`config.mk`:
```
export PLATFORM = sky130hd
export DESIGN_NAME = dag_cb_flat
export DESIGN_NICKNAME = d
export VERILOG_FILES = /design/src/rtl/dag_cb_if.sv /design/src/rtl/dag_cb.sv /design/src/flat_wrapper.sv
export SDC_FILE = /design/constraint.sdc
export NUM_CORES = 2
export LEC_CHECK = 0
export ABC_AREA = 1
export CAP_MARGIN = 20
export CORE_ASPECT_RATIO = 1.75
export CORE_MARGIN = 3
export CORE_UTILIZATION = 25
export DETAILED_ROUTE_END_ITERATION = 12
export GPL_TIMING_DRIVEN = 0
export PLACE_DENSITY = 0.45
export SLEW_MARGIN = 20
export SYNTH_ARGS = -nofsm -noshare
export SYNTH_HDL_FRONTEND = slang
export SYNTH_SLANG_ARGS = --single-unit
```
`constraint.sdc`:
```
create_clock -name clk -period 10.3 [get_ports clk]
set_clock_uncertainty 0.1 [all_clocks]
set_input_delay 3.09 -clock clk [delete_from_list [all_inputs] [get_ports clk]]
set_output_delay 3.09 -clock clk [all_outputs]
set_load 0.03 [all_outputs]
```
`src/rtl/dag_cb_if.sv`:
```
// Config/request/issue bundle for the circular-buffer address generator.
// master drives config and requests; slave is the generator.
interface dag_cb_if #(
   parameter int AW  = 16,
   parameter int LW  = 12,
   parameter int NCH = 8,
   parameter int EW  = 3
);
   localparam int CW = $clog2(NCH);

   logic          cfg_we;
   logic          cfg_rewind;
   logic [CW-1:0] cfg_ch;
   logic [AW-1:0] cfg_base;
   logic [LW-1:0] cfg_len;
   logic          cfg_sign;
   logic [EW-1:0] cfg_expt;
   logic          req;
   logic [CW-1:0] req_ch;
   logic [AW-1:0] addr;
   logic          addr_vld;
   logic          wrap;
   logic          err;

   modport master (
      output cfg_we, cfg_rewind, cfg_ch, cfg_base, cfg_len, cfg_sign, cfg_expt,
      output req, req_ch,
      input  addr, addr_vld, wrap, err
   );

   modport slave (
      input  cfg_we, cfg_rewind, cfg_ch, cfg_base, cfg_len, cfg_sign, cfg_expt,
      input  req, req_ch,
      output addr, addr_vld, wrap, err
   );
endinterface

```
`src/rtl/dag_cb.sv`:
```
// Multi-channel circular-buffer address generator: per-channel pointer
// state lives in dag_cb_ch, the top decodes config/request and registers the issue.
module dag_cb_ch #(
   parameter int AW = 16,
   parameter int LW = 12,
   parameter int EW = 3
) (
   input  logic          clk,
   input  logic          rst_n,
   input  logic          ld,
   input  logic          rw,
   input  logic          adv,
   input  logic [AW-1:0] base_in,
   input  logic [LW-1:0] len_in,
   input  logic          neg_in,
   input  logic [EW-1:0] expt_in,
   output logic [AW-1:0] ptr,
   output logic          ok,
   output logic          wrap_nxt
);
   logic [AW-1:0] base;
   logic [AW:0]   top;
   logic [AW:0]   step;
   logic          neg;
   logic [AW:0]   ptr_x, len_x, nxt, nxt_fix;

   // Stride never exceeds the length, so one +/-L correction restores range.
   // Decrement wrap is tested before subtracting so an underflow below 0
   // cannot masquerade as an overshoot past top.
   always_comb begin
      ptr_x   = {1'b0, ptr};
      len_x   = top - {1'b0, base};
      nxt     = neg ? (ptr_x - step) : (ptr_x + step);
      nxt_fix = nxt;
      wrap_nxt = 1'b0;
      if (neg) begin
         wrap_nxt = ptr_x < ({1'b0, base} + step);
         if (wrap_nxt) nxt_fix = nxt + len_x;
      end else begin
         wrap_nxt = nxt >= top;
         if (wrap_nxt) nxt_fix = nxt - len_x;
      end
   end

   always_ff @(posedge clk) begin
      if (!rst_n) begin
         base <= '0;
         top  <= '0;
         step <= '0;
         neg  <= 1'b0;
         ptr  <= '0;
         ok   <= 1'b0;
      end else if (ld) begin
         base <= base_in;
         top  <= {1'b0, base_in} + (AW+1)'(len_in);
         step <= (AW+1)'(1) << expt_in;
         neg  <= neg_in;
         ptr  <= base_in;
         ok   <= 1'b1;
      end else if (rw && ok) begin
         ptr <= base;
      end else if (adv) begin
         ptr <= nxt_fix[AW-1:0];
      end
   end
endmodule

module dag_cb #(
   parameter int AW  = 16,
   parameter int LW  = 12,
   parameter int NCH = 8,
   parameter int EW  = 3
) (
   input logic     clk,
   input logic     rst_n,
   dag_cb_if.slave bus
);
   localparam int CW = $clog2(NCH);

   logic [NCH-1:0][AW-1:0] ptr;
   logic [NCH-1:0]         ok, wr, ld, rw, adv;
   logic [AW:0]            pow, len_x, end_x;
   logic                   cfg_good, cfg_act, collide, req_ok, err_nxt;

   always_comb begin
      pow      = (AW+1)'(1) << bus.cfg_expt;
      len_x    = (AW+1)'(bus.cfg_len);
      end_x    = {1'b0, bus.cfg_base} + len_x;
      cfg_good = (bus.cfg_len != '0) && (pow <= len_x) &&
                 (end_x <= {1'b1, {AW{1'b0}}});
      cfg_act  = bus.cfg_we | bus.cfg_rewind;
      // A config action on the requested channel wins; the request is dropped.
      collide  = cfg_act & bus.req & (bus.cfg_ch == bus.req_ch);
      req_ok   = bus.req & ok[bus.req_ch] & ~collide;
      err_nxt  = (bus.cfg_we & ~cfg_good) |
                 (~bus.cfg_we & bus.cfg_rewind & ~ok[bus.cfg_ch]) |
                 (bus.req & ~req_ok);
   end

   for (genvar c = 0; c < NCH; c++) begin : g_ch
      assign ld[c]  = bus.cfg_we & cfg_good & (bus.cfg_ch == CW'(c));
      assign rw[c]  = ~bus.cfg_we & bus.cfg_rewind & (bus.cfg_ch == CW'(c));
      assign adv[c] = req_ok & (bus.req_ch == CW'(c));

      dag_cb_ch #(.AW(AW), .LW(LW), .EW(EW)) u_ch (
         .clk      (clk),
         .rst_n    (rst_n),
         .ld       (ld[c]),
         .rw       (rw[c]),
         .adv      (adv[c]),
         .base_in  (bus.cfg_base),
         .len_in   (bus.cfg_len),
         .neg_in   (bus.cfg_sign),
         .expt_in  (bus.cfg_expt),
         .ptr      (ptr[c]),
         .ok       (ok[c]),
         .wrap_nxt (wr[c])
      );
   end

   always_ff @(posedge clk) begin
      if (!rst_n) begin
         bus.addr     <= '0;
         bus.addr_vld <= 1'b0;
         bus.wrap     <= 1'b0;
         bus.err      <= 1'b0;
      end else begin
         bus.addr_vld <= req_ok;
         bus.wrap     <= req_ok & wr[bus.req_ch];
         bus.err      <= err_nxt;
         if (req_ok) bus.addr <= ptr[bus.req_ch];
      end
   end
endmodule
```
`src/flat_wrapper.sv`:
```
// flat-port wrapper written by rule: the top's interface ports become plain ports
module dag_cb_flat 
#(
   parameter int AW  = 16,
   parameter int LW  = 12,
   parameter int NCH = 8,
   parameter int EW  = 3
)
  (clk, rst_n, bus_cfg_we, bus_cfg_rewind, bus_cfg_ch, bus_cfg_base, bus_cfg_len, bus_cfg_sign, bus_cfg_expt, bus_req, bus_req_ch, bus_addr, bus_addr_vld, bus_wrap, bus_err);
  dag_cb_if #(.AW(AW), .LW(LW), .NCH(NCH), .EW(EW)) bus_i ();
  input logic clk;
  input logic rst_n;
  input wire logic [$bits(bus_i.cfg_we)-1:0] bus_cfg_we;
  input wire logic [$bits(bus_i.cfg_rewind)-1:0] bus_cfg_rewind;
  input wire logic [$bits(bus_i.cfg_ch)-1:0] bus_cfg_ch;
  input wire logic [$bits(bus_i.cfg_base)-1:0] bus_cfg_base;
  input wire logic [$bits(bus_i.cfg_len)-1:0] bus_cfg_len;
  input wire logic [$bits(bus_i.cfg_sign)-1:0] bus_cfg_sign;
  input wire logic [$bits(bus_i.cfg_expt)-1:0] bus_cfg_expt;
  input wire logic [$bits(bus_i.req)-1:0] bus_req;
  input wire logic [$bits(bus_i.req_ch)-1:0] bus_req_ch;
  output wire logic [$bits(bus_i.addr)-1:0] bus_addr;
  output wire logic [$bits(bus_i.addr_vld)-1:0] bus_addr_vld;
  output wire logic [$bits(bus_i.wrap)-1:0] bus_wrap;
  output wire logic [$bits(bus_i.err)-1:0] bus_err;
  assign bus_i.cfg_we = bus_cfg_we;
  assign bus_i.cfg_rewind = bus_cfg_rewind;
  assign bus_i.cfg_ch = bus_cfg_ch;
  assign bus_i.cfg_base = bus_cfg_base;
  assign bus_i.cfg_len = bus_cfg_len;
  assign bus_i.cfg_sign = bus_cfg_sign;
  assign bus_i.cfg_expt = bus_cfg_expt;
  assign bus_i.req = bus_req;
  assign bus_i.req_ch = bus_req_ch;
  assign bus_addr = bus_i.addr;
  assign bus_addr_vld = bus_i.addr_vld;
  assign bus_wrap = bus_i.wrap;
  assign bus_err = bus_i.err;
  dag_cb #(.AW(AW), .LW(LW), .NCH(NCH), .EW(EW)) u_core (.clk(clk), .rst_n(rst_n), .bus(bus_i));
endmodule
```
==> run metrics <==
status finished clean; Worst Setup Path Type in2reg; Crit Path Max Fanout 10; Max Buffers Root-to-Sink 3; Synth Cell Area just under 60000 um2; yosys warns 0; average size of a mapped cell approximately 6.5 um2; Core Area about 230000 um2; routed length per instance about 25 um; cts hold-fix bufs 0; chip width between 300 and 400 um; Peak VDD IR around 0.13 mV; cells after synthesis 9073; postcts setup bufs 0; RePlAce Congestion 0.988; sequential cell area fraction in the yosys report 0.167; initial DRC count about 4300; Synth Flop Type dfxtp_1; largest family of logic cells by synthesized area simple AND/OR/NAND/NOR gates; DR vias/cell between 5 and 6; layout cells sized above 1 0.0402; IO Pins a little over 60; total grt overflow 0; cell taking the most area after synthesis ha_1; cell chain of the critical path clkdlybuf4s50_1 -> ha_1 -> nand2_1 -> nor3_2 -> nand2_1 -> nand3_1 -> xor2_4 -> buf_16 -> nor3_2 -> nand3_2 -> nand2_8 -> nand4_4 -> clkbuf_1 -> nand3_1 -> a21oi_1; Port Buffers 58; clk root buf clkbuf_16; Post-route DRC 0; post-synthesis mux area share 0; XOR/XNOR Fraction of Synth Area 0.0848; pin count of the biggest net entering global routing 15; number of buffers created by CTS just over 50; critical path's slowest cell clkdlybuf4s50_1; max cap viols 0; Layout Utilization 0.282; Hold/Removal Path Class reg2reg; CP Buf/Inv Count 3; Psw approximately 8.6 mW; share of power burned in registers 0.138; Critical Path AT between 7000 and 8000 ps; final hold viol count 0; count leader, synth nand2_1; Synth Area in Compound Gates 0.200; post-synth net total 10001; Simple-Gate Fraction of Synth Area 0.245; commonest cells in the netlist 1613 x nand2_1, 1338 x inv_1, 1020 x a21oi_1, 844 x ha_1, 676 x nor2_1; die height between 600 and 700 um; initial antenna violation count 26; critical path endpoint category flop; Clk pwr share 0.140; #FFs+latches synth between 400 and 500; worst slew pin tran between 1000 and 1500 ps; Initial Util 0.252; Area after DPL around 64000 um2; final-layout fill cell count 26115; Yosys cell types 62; FP Rows 235; Reg2Reg Depth 27; CTS tree done; first-pass GRT wire length 428000 um; final period utilization 0.722; synth top area cells ha_1 18%, dfxtp_1 17%, nand2_1 10%, a21oi_1 8.7%, inv_1 8.5%; power share of the combinational group 0.722; nets@finish around 10000; cts repair resizes 0; cell area power density about 230 nW/um2; Worst Hold Depth 2; DR pass1 iterations 6; DRT antenna net count 0; worst-skew pair later-pin latency slightly below 700 ps; die area 242000 um2; Vias ~63000; Startpoint Class input pin; EDFF count, synth 0; area share of the largest cell type after synthesis 0.179; GRT Overall Usage 0.243; CP Depth 15; Area growth, synth to finish 11.9%; Final Cell Area ~66000 um2; Tmin final 7430 ps; H-tree levels 2; final setup violation count 0; vias in the first global route ~63000; async set-reset flop share out of synthesis 0; Sw Ratio 0.569; Worst EP required between 10000 and 15000 ps; WL final just over 300000 um; clk slew on worst S/H paths approximately 80 ps; fin. max-slew vios 0; Power Internal about 6.5 mW; Synth Area in Adders 0.193; post-layout power ~15 mW; Worst path max stage delay roughly 840 ps; Slew headroom 0.212; f_max between 0.1 and 0.15 GHz; delay-heaviest family, CP buffers and inverters; RSZ-0062 raised after global routing false; # clock sinks 491; leakage between 30 and 40 nW; Detailed Place HPWL around 260000 um
layer usage:
layer,up-vias,share of wire,routed length [um],global-route usage
met4,8,0.12,37000,0.251
li1,30465,-,-,-
met2,2247,0.50,153000,0.450
met3,967,0.050,15200,0.0318
met1,29635,0.33,101000,0.224
met5,-,0.00018,55,0
layout by cell type (no fill, tap or decap), drive strengths merged, types with 11 or more instances in the layout:
| cell type | count |
|---|---|
| a211oi | 71 |
| a21boi | 28 |
| a21o | 47 |
| a21oi | 1021 |
| a221oi | 25 |
| a22oi | 25 |
| a311oi | 11 |
| a31oi | 44 |
| buf | 138 |
| clkbuf | 296 |
| clkdlybuf4s50 | 57 |
| clkinv | 16 |
| dfxtp | 491 |
| diode | 25 |
| fa | 41 |
| ha | 844 |
| inv | 1354 |
| nand2 | 1621 |
| nand3 | 671 |
| nand3b | 42 |
| nand4 | 116 |
| nor2 | 687 |
| nor3 | 133 |
| nor4 | 30 |
| o211ai | 43 |
| o21a | 28 |
| o21ai | 611 |
| o21bai | 80 |
| o31ai | 25 |
| or2 | 42 |
| xnor2 | 109 |
| xor2 | 461 |
tightest hold or removal path: stages, from the launching register on:
cell     delay [ps]
dfxtp_1         300
inv_1            70
a21oi_1          60
logic make-up (layout without fill, tap and decap cells):
group           count (synthesis)  in the layout
compound gates               2098           2098
xor+xnor                      570            570
fa+ha+maj                     885            885
buf+inv                      1680           1871
flops                         491            491
other cells                     0             25
simple gates                 3349           3349
path summary, 6_finish.rpt:
check | startpoint | to | slack, ps
worst max register to register | u_core.g_ch[7].u_ch.neg | u_core.bus.wrap | 3530
worst max-delay path | bus_cfg_base[7] | u_core.g_ch[2].u_ch.ptr[14] | 2870
worst min-delay path | u_core.g_ch[4].u_ch.top[16] | u_core.g_ch[4].u_ch.top[16] | 370
worst min register to register | u_core.g_ch[4].u_ch.top[16] | u_core.g_ch[4].u_ch.top[16] | 370
metrics by stage:
stage | cells | setup slack (ps) | hold WS [ps] | setup TNS, ps
floorplan | 9073 | 4420 | 335 | 0
global placement | 12212 | -1220 | 354 | -404980
detailed placement | 12252 | 2370 | 363 | 0
CTS | 12345 | 3080 | 374 | 0
global route | 12351 | 2930 | 387 | 0
finish | 12370 | 2870 | 370 | 0
state kept, by name, indices dropped and copies added (netlist names), 8 cells and up:
| signal | cells |
|---|---|
| u_core.g_ch.u_ch.top | 136 |
| u_core.bus.addr | 16 |
| u_core.g_ch.u_ch.ok | 8 |
| u_core.g_ch.u_ch.neg | 8 |
| u_core.g_ch.u_ch.step | 64 |
| u_core.g_ch.u_ch.ptr | 128 |
| u_core.g_ch.u_ch.base | 128 |
power by group through the flow:
stage / Sequential (mW) / Combinational (mW) / Clock [mW]
floorplan: 2.06 / 7.13 / 0
global placement: 2.12 / 10.7 / 0
detailed placement: 2.12 / 10.8 / 0
CTS: 2.08 / 10.9 / 2.14
global route: 2.08 / 12.0 / 2.18
finish: 2.09 / 10.9 / 2.13
final cells by class:
type,instances,area [um2],area share
tap,3081,3850,0.0584
clock buffer,72,1470,0.0222
inverter,1359,5100,0.0773
buffer,321,1430,0.0216
timing repair buffer,98,1220,0.0184
multi-input combinational,6902,42800,0.648
antenna,25,62.6,0.000948
sequential,491,9830,0.149
clock inverter,21,280,0.00425
Note: power is estimated with default switching activity, not from simulation.
